File: src/rtl/interrupt_controller.sv
// Edge-triggered interrupt merger for the MCU: per-source sync/pending lanes, mask, one-at-a-time FSM.
// Define INTC_ROUND_ROBIN_EN for rotating priority; default build is fixed lowest-index priority.

module intc_lane (
  input  logic clk,
  input  logic rst,
  input  logic irq,
  input  logic clr,
  output logic pend
);
  // [0],[1] are the synchroniser, [2] is the delayed copy for edge detection
  logic [2:0] sync_pipe;
  logic       rise;

  assign rise = sync_pipe[1] & ~sync_pipe[2];

  always_ff @(posedge clk) begin
    if (rst) begin
      sync_pipe <= '0;
      pend      <= 1'b0;
    end else begin
      sync_pipe <= {sync_pipe[1:0], irq};
      if (rise)     pend <= 1'b1;
      else if (clr) pend <= 1'b0;
    end
  end
endmodule

module interrupt_controller #(
  parameter int         NUM_IRQ      = 8,
  parameter logic [7:0] MASK_PORT_ID = 8'h30,
  parameter logic [7:0] EOI_PORT_ID  = 8'h31
) (
  input  logic               CLK,
  input  logic               RESET,
  input  logic [NUM_IRQ-1:0] IRQ,
  input  logic               INT_ACK,
  input  logic               IO_STRB,
  input  logic [7:0]         PORT_ID,
  input  logic [7:0]         OUT_PORT,
  output logic               INTERRUPT,
  output logic [7:0]         INT_ID,
  output logic [NUM_IRQ-1:0] PEND_OUT
);
  typedef enum logic [1:0] {IDLE, ASSERT, SERVICE} state_t;

  state_t             state, state_nxt;
  logic [NUM_IRQ-1:0] mask, pend, elig, pend_clr;
  logic [2:0]         act_id, win_id, rr_start;
  logic               valid, win_any, mask_wr, eoi_wr, ack;

  assign mask_wr = IO_STRB && (PORT_ID == MASK_PORT_ID);
  assign eoi_wr  = IO_STRB && (PORT_ID == EOI_PORT_ID);
  assign ack     = (state == ASSERT) && INT_ACK;
  assign elig    = pend & mask;

  always_comb begin
    pend_clr = '0;
    for (int i = 0; i < NUM_IRQ; i++)
      pend_clr[i] = ack && (act_id == 3'(i));
  end

  intc_lane u_lane [NUM_IRQ-1:0] (
    .clk  (CLK),
    .rst  (RESET),
    .irq  (IRQ),
    .clr  (pend_clr),
    .pend (pend)
  );

`ifdef INTC_ROUND_ROBIN_EN
  logic [2:0] last;

  always_ff @(posedge CLK) begin
    if (RESET)    last <= 3'(NUM_IRQ-1);
    else if (ack) last <= act_id;
  end

  assign rr_start = (last == 3'(NUM_IRQ-1)) ? 3'd0 : last + 3'd1;
`else
  assign rr_start = 3'd0;
`endif

  // Search [rr_start..N-1] first, then wrap to [0..rr_start-1]
  always_comb begin
    win_any = 1'b0;
    win_id  = '0;
    for (int i = 0; i < NUM_IRQ; i++)
      if (!win_any && elig[i] && (3'(i) >= rr_start)) begin
        win_any = 1'b1;
        win_id  = 3'(i);
      end
    for (int i = 0; i < NUM_IRQ; i++)
      if (!win_any && elig[i] && (3'(i) < rr_start)) begin
        win_any = 1'b1;
        win_id  = 3'(i);
      end
  end

  always_comb begin
    state_nxt = state;
    case (state)
      IDLE:    if (win_any) state_nxt = ASSERT;
      ASSERT:  if (INT_ACK) state_nxt = SERVICE;
      SERVICE: if (eoi_wr)  state_nxt = IDLE;
      default: state_nxt = IDLE;
    endcase
  end

  always_ff @(posedge CLK) begin
    if (RESET) begin
      state  <= IDLE;
      mask   <= '0;
      act_id <= '0;
      valid  <= 1'b0;
    end else begin
      state <= state_nxt;
      if (mask_wr) mask <= OUT_PORT[NUM_IRQ-1:0];
      if (state == IDLE && win_any) begin
        act_id <= win_id;
        valid  <= 1'b1;
      end else if (state == SERVICE && eoi_wr) begin
        act_id <= '0;
        valid  <= 1'b0;
      end
    end
  end

  assign INTERRUPT = (state == ASSERT);
  assign INT_ID    = {valid, 4'b0000, act_id};
  assign PEND_OUT  = pend;
endmodule

File: config.mk
export PLATFORM = sky130hd
export DESIGN_NAME = interrupt_controller
export DESIGN_NICKNAME = d
export VERILOG_FILES = /design/src/rtl/interrupt_controller.sv
export SDC_FILE = /design/constraint.sdc
export NUM_CORES = 1
export LEC_CHECK = 0
export CAP_MARGIN = 40
export CORE_MARGIN = 1
export CORE_UTILIZATION = 30
export CTS_CLUSTER_SIZE = 40
export DETAILED_ROUTE_END_ITERATION = 7
export PLACE_DENSITY = 0.65
export SYNTH_ARGS = -nofsm -noshare
export SYNTH_HDL_FRONTEND = slang
export SYNTH_SLANG_ARGS = --single-unit
File: constraint.sdc
create_clock -name CLK -period 3.7 [get_ports CLK]
set_input_delay 0.37 -clock CLK [delete_from_list [all_inputs] [get_ports CLK]]
set_output_delay 0.37 -clock CLK [all_outputs]
set_load 0.03 [all_outputs]
# Word level (Yosys, flattened, before mapping)

Cells that the tools add are included.

Flip-flop bits (word level): 46
Bits of input ports: 28
Output and inout bits: 17
Logic and storage cells: 129

Equality and inequality tests: 14
Mux-type cells: 39
Bitwise gates (word level): 17
Reductions and logical operators: 39

Operators by type and width:

| cell                                                 | count |
|---|---|
| 2-to-1 mux 1 bit                                     | 27 |
| 2-to-1 mux 3 bit                                     | 7 |
| logical AND 1 bit                                    | 20 |
| nonzero test 2 bit                                   | 9 |
| equality test 8 x 6 -> 1 bit (second input constant) | 2 |
| equality test 3 bit (second input constant)          | 4 |
| bitwise AND 1 bit                                    | 8 |
| bitwise AND 8 bit                                    | 1 |
| 2-to-1 mux 2 bit                                     | 4 |
| inverter 1 bit                                       | 8 |
| zero test 1 bit                                      | 7 |
| equality test 3 x 2 -> 1 bit (second input constant) | 2 |
| != test 2 bit (second input constant)                | 3 |
| one-hot mux 2 bit (3 select lines)                   | 1 |
| equality test 3 x 1 -> 1 bit (second input constant) | 1 |
| zero test 3 bit                                      | 1 |
| AND reduction 3 bit                                  | 1 |
| equality test 2 x 1 -> 1 bit (second input constant) | 1 |
| equality test 2 bit (second input constant)          | 1 |
| zero test 2 bit                                      | 1 |

# Depth between registers and ports, before layout

Depth in word-level cells: 25
Mapped depth: 5
Depth with buffers taken out: 4

# Cells and area by module

A second synthesis with hierarchy kept.

Cells, all modules: 169
Area, all modules: 1795.5 µm²

By module, submodules not included:

| module               | times used | cells each | area each (µm²) | seq. area each (µm²) |
|---|---|---|---|---|
| intc_lane            | 8          | 10         | 127.6           | 80.1 |
| interrupt_controller | 1          | 89         | 774.5           | 280.3 |

# Worst setup path after synthesis

Ideal clock, no wire load.

Path kind: input to register
Start point: in PORT_ID[1]
End point: reg mask[0]
Setup time: 128 ps
Arrival: 1201 ps
Data required time: 3572 ps
Slack: 2371 ps
Cell stages on the path: 5
Buffers on the path: 1
Cell sequence: nor4b_4 and3b_1 buf_6 mux2i_1 nor2_1

Cells in the longest elaborated chain, start to end: 2

RTL lines:

| what                         | line | source |
|---|---|---|
| start, declared              | 39   | `input logic [7:0] PORT_ID,` |
| equality test 8 x 6 -> 1 bit | 52   | `assign mask_wr = IO_STRB && (PORT_ID == MASK_PORT_ID);` |
| logical AND 1 bit            | 52   |  |
| end signal, assigned         | 118  | `if (mask_wr) mask <= OUT_PORT[NUM_IRQ-1:0];` |
| end, declared                | 48   | `logic [NUM_IRQ-1:0] mask, pend, elig, pend_clr;` |

No other way between the ends.
A chain may end at the register's enable or synchronous reset.

# Worst setup path after layout

Start point: reg state[0]
End point: out INTERRUPT

Cells in the longest elaborated chain, start to end: 1

RTL lines:

| what                         | line | source |
|---|---|---|
| start, declared              | 47   | `state_t state, state_nxt;` |
| start signal, assigned       | 117  | `state <= state_nxt;` |
| equality test 2 x 1 -> 1 bit | 129  | `assign INTERRUPT = (state == ASSERT);` |
| end, declared                | 41   | `output logic INTERRUPT,` |

No other way between the ends.

==> results by group <==
Layout
  – Cell Count, Final, Fillers Out: 280
  – Antenna Cells: 0
  – Area grow syn2layout: 28.1%
  – Layout cells sized above 1: 0.0529
  – Nets: about 240

Logic synthesis
  – Cell type with the highest aggregate area in the netlist: dfxtp_1
  – Synth Register Bits: between 40 and 50
  – Yosys warns: 0
  – Synth unique cells: 30
  – Post-synthesis average cell area: 10.0 um^2
  – Top area cells in the synthesized netlist: dfxtp_1, nor2b_1, buf_4, mux2i_1, nand2b_1
  – Post-Synthesis Cells: between 150 and 200
  – Netlist Area Pre-Place: around 1700 um^2
  – Top-count cell post-synth: dfxtp_1
  – Async set-or-reset flop fraction in the synthesized netlist: 0
  – Post-synthesis sequential area ratio: 0.526
  – Post-synth top area share: 0.526
  – EDFF count, synth: 0
  – Most frequent cells after synthesis: dfxtp_1, nor2b_1, buf_4
  – Primary FF master, synth: dfxtp_1

Worst setup path
  – R2R Setup Slk: roughly 2.4 ns
  – Crit. End Element: output pin
  – Crit-path slowest cell: clkdlybuf4s50_1
  – Startpoint Class: flop
  – Buf/Inv on CP: 1
  – Crit path max-delay family: buffers and inverters
  – Reg-to-Reg Start: u_lane[3].pend
  – Crit path DAT: between 1.5 and 2 ns
  – Critical path class: flop to output pin
  – Worst-path maximum fanout: 7
  – Worst endpoint required time: 3.33 ns
  – R2R depth: 4
  – Crit path largest cell delay: 0.68 ns
  – RR Endpoint: act_id[1]
  – CP cell instances: nor2b_1, clkdlybuf4s50_1

Drt
  – Post-route ant nets: 0
  – Vias per Instance: 4.39
  – WL final: 3060 um
  – WL/cell: between 10 and 15 um
  – Residual DRC count: 0
  – Total number of vias: 1228
  – 1st-pass router iterations: 4
  – 1st-iter DRT viols: 49

Clock network
  – Post-CTS Setup Bufs: 0
  – Worst-path clk slew: roughly 0.08 ns
  – PostCTS Resize Cnt: 0
  – Hold-fix buffers at CTS: 0
  – Clock latency at the later pin of the worst-skew pair: ~0.3 ns
  – CTS Buf Count: 5
  – Clk sinks: 46
  – CTS max path bufs: 2
  – CTS root buf: clkbuf_8
  – CTS tree: done
  – H-tree level count: 2

Timing
  – Least-Margin Pin Slew: between 0.6 and 0.7 ns
  – Tmin final: approximately 1.9 ns
  – Max_slew headroom: 0.555
  – Endpoints failing setup: 0
  – Period utilisation layout: 0.521
  – Max-slew violation count: 0
  – RSZ-0062 raised after global routing: false
  – Fin. Hold Viols: 0
  – Fin Setup TNS: 0 ns
  – Max Fclk: 0.519 GHz
  – Clk_skew: 0.00360 ns

Global route
  – GR Util All Layers: 0.111
  – GRT met2 Usage: 0.168
  – Pin count of the biggest net entering global routing: 31
  – Initial antenna violation count: 0
  – GRT Residual Overflow: 0
  – Vias in the first global route: roughly 1200
  – First-pass GRT wire length: between 5000 and 6000 um
  – Met3 Track Usage GR: 0.0372
  – GRT busiest layer: met2
  – GRT met1 Usage: 0.137

Place
  – DP Cell Count: 272
  – Buffers on Ports: 40
  – Post-DP HPWL: around 2200 um
  – GPL Wtd Cong: a little under 0.8

Pwr
  – Leak: between 0.8 and 0.9 nW
  – Cell Pwr Density: about 430 nW/um^2
  – Max VDD drop: around 0.00021 V

Hold path
  – HP Class: flop to flop
  – Hold Crit Depth: 1
  – Hold Path Sink: u_lane[6].sync_pipe[1]
  – Hold Crit Start: u_lane[6].sync_pipe[0]

Floorplan
  – Top-level port count: 45
  – Core area: between 5000 and 6000 um^2
  – Die area: between 6000 and 7000 um^2
  – Die height: approximately 80 um
  – Initial Utilization: 0.314
  – Die W: a little under 80 um
  – Num rows: 27

Outcome
  – Outcome: completed

Run
  – Max-Cap Viols: 0
[logic make-up (layout without fill, tap and decap cells)]
| kind of cell | Yosys count | in the layout | share of synthesized area |
|---|---|---|---|
| AND/OR/NAND/NOR | 68 | 68 | 0.229 |
| flip-flops | 46 | 46 | 0.526 |
| AO/OA/AOI/OAI | 32 | 32 | 0.122 |
| buffers and inverters | 20 | 50 | 0.0751 |
| multiplexers | 8 | 8 | 0.0458 |
| other | 1 | 4 | 0.00214 |
[cells in the final DEF (no fill, tap or decap)]
cell,synthesis,final
a211oi_1,2,2
a21oi_1,10,10
a21oi_2,1,1
a221o_1,1,1
a22oi_1,5,5
a32oi_1,1,1
a41o_1,2,2
and2_1,1,1
and2b_1,1,1
and3b_1,2,2
and4bb_2,1,1
buf_4,13,1
bufinv_16,0,1
clkbuf_1,5,1
clkbuf_8,0,5
clkdlybuf4s50_1,0,40
clkinvlp_4,0,1
conb_1,1,4
dfxtp_1,46,46
inv_1,1,1
mux2i_1,8,8
nand2_1,10,10
nand2b_1,12,12
nand3_1,2,2
nand4_1,1,1
nor2_1,11,11
nor2b_1,25,25
nor4b_4,1,1
o211ai_1,1,1
o21ai_0,6,6
o311a_1,1,1
o31ai_1,2,2
or2_0,1,1
[worst register-to-register path, cell delays in order (launching register included)]
cell,delay [ns]
dfxtp_1,0.34
a22oi_1,0.31
a41o_1,0.31
a211oi_1,0.07
a41o_1,0.22
[per-layer routing]
metal | wire (um) | vias up | part of all wire
met5 | 0 | - | 0
met4 | 73 | 0 | 0.024
met3 | 202 | 8 | 0.066
met2 | 1350 | 32 | 0.44
met1 | 1440 | 551 | 0.47
li1 | - | 637 | -
[power breakdown]
group	internal, W	switching [W]
logic	0.0000442	0.0000340
clock network	0.000201	0.000162
registers	0.000510	0.00000767
total	0.000755	0.000204
[stage by stage]
stage | hold slack, ns | utilization | area [um^2] | worst slack, ns | power (W)
finish | 0.441 | 0.402 | 2240 | 1.77 | 0.000959
global route | 0.456 | 0.402 | 2240 | 1.72 | 0.00101
CTS | 0.442 | 0.402 | 2240 | 1.76 | 0.000976
detailed placement | 0.422 | 0.382 | 2130 | 1.63 | 0.000608
global placement | 0.418 | 0.382 | 2130 | 1.65 | 0.000608
floorplan | 0.414 | - | 1760 | 2.37 | 0.000574
[how the worst max path moves through the flow]
stage	startpoint	end	depth (start not counted)
floorplan	PORT_ID[1]	mask[0]	5
global placement	PORT_ID[1]	mask[3]	5
detailed placement	PORT_ID[1]	mask[2]	5
CTS	state[0]	INTERRUPT	2
global route	state[0]	INTERRUPT	2
finish	state[0]	INTERRUPT	2
[flip-flops by register name, summed over array words and instances, names as in the netlist]
signal / cells
u_lane.sync_pipe: 24
u_lane.pend: 8
state: 2
valid: 1
act_id: 3
mask: 8
[final cells by class]
| class | instances | area [um^2] |
|---|---|---|
| Fill cell | 576 | 3330 |
| Sequential cell | 46 | 921 |
| Multi-Input combinational cell | 112 | 708 |
| Timing Repair Buffer | 41 | 408 |
| Tap cell | 72 | 90.1 |
| Clock buffer | 6 | 72.6 |
| Clock inverter | 2 | 37.5 |
| Inverter | 1 | 3.75 |
Power figures use the tool's default switching activity.
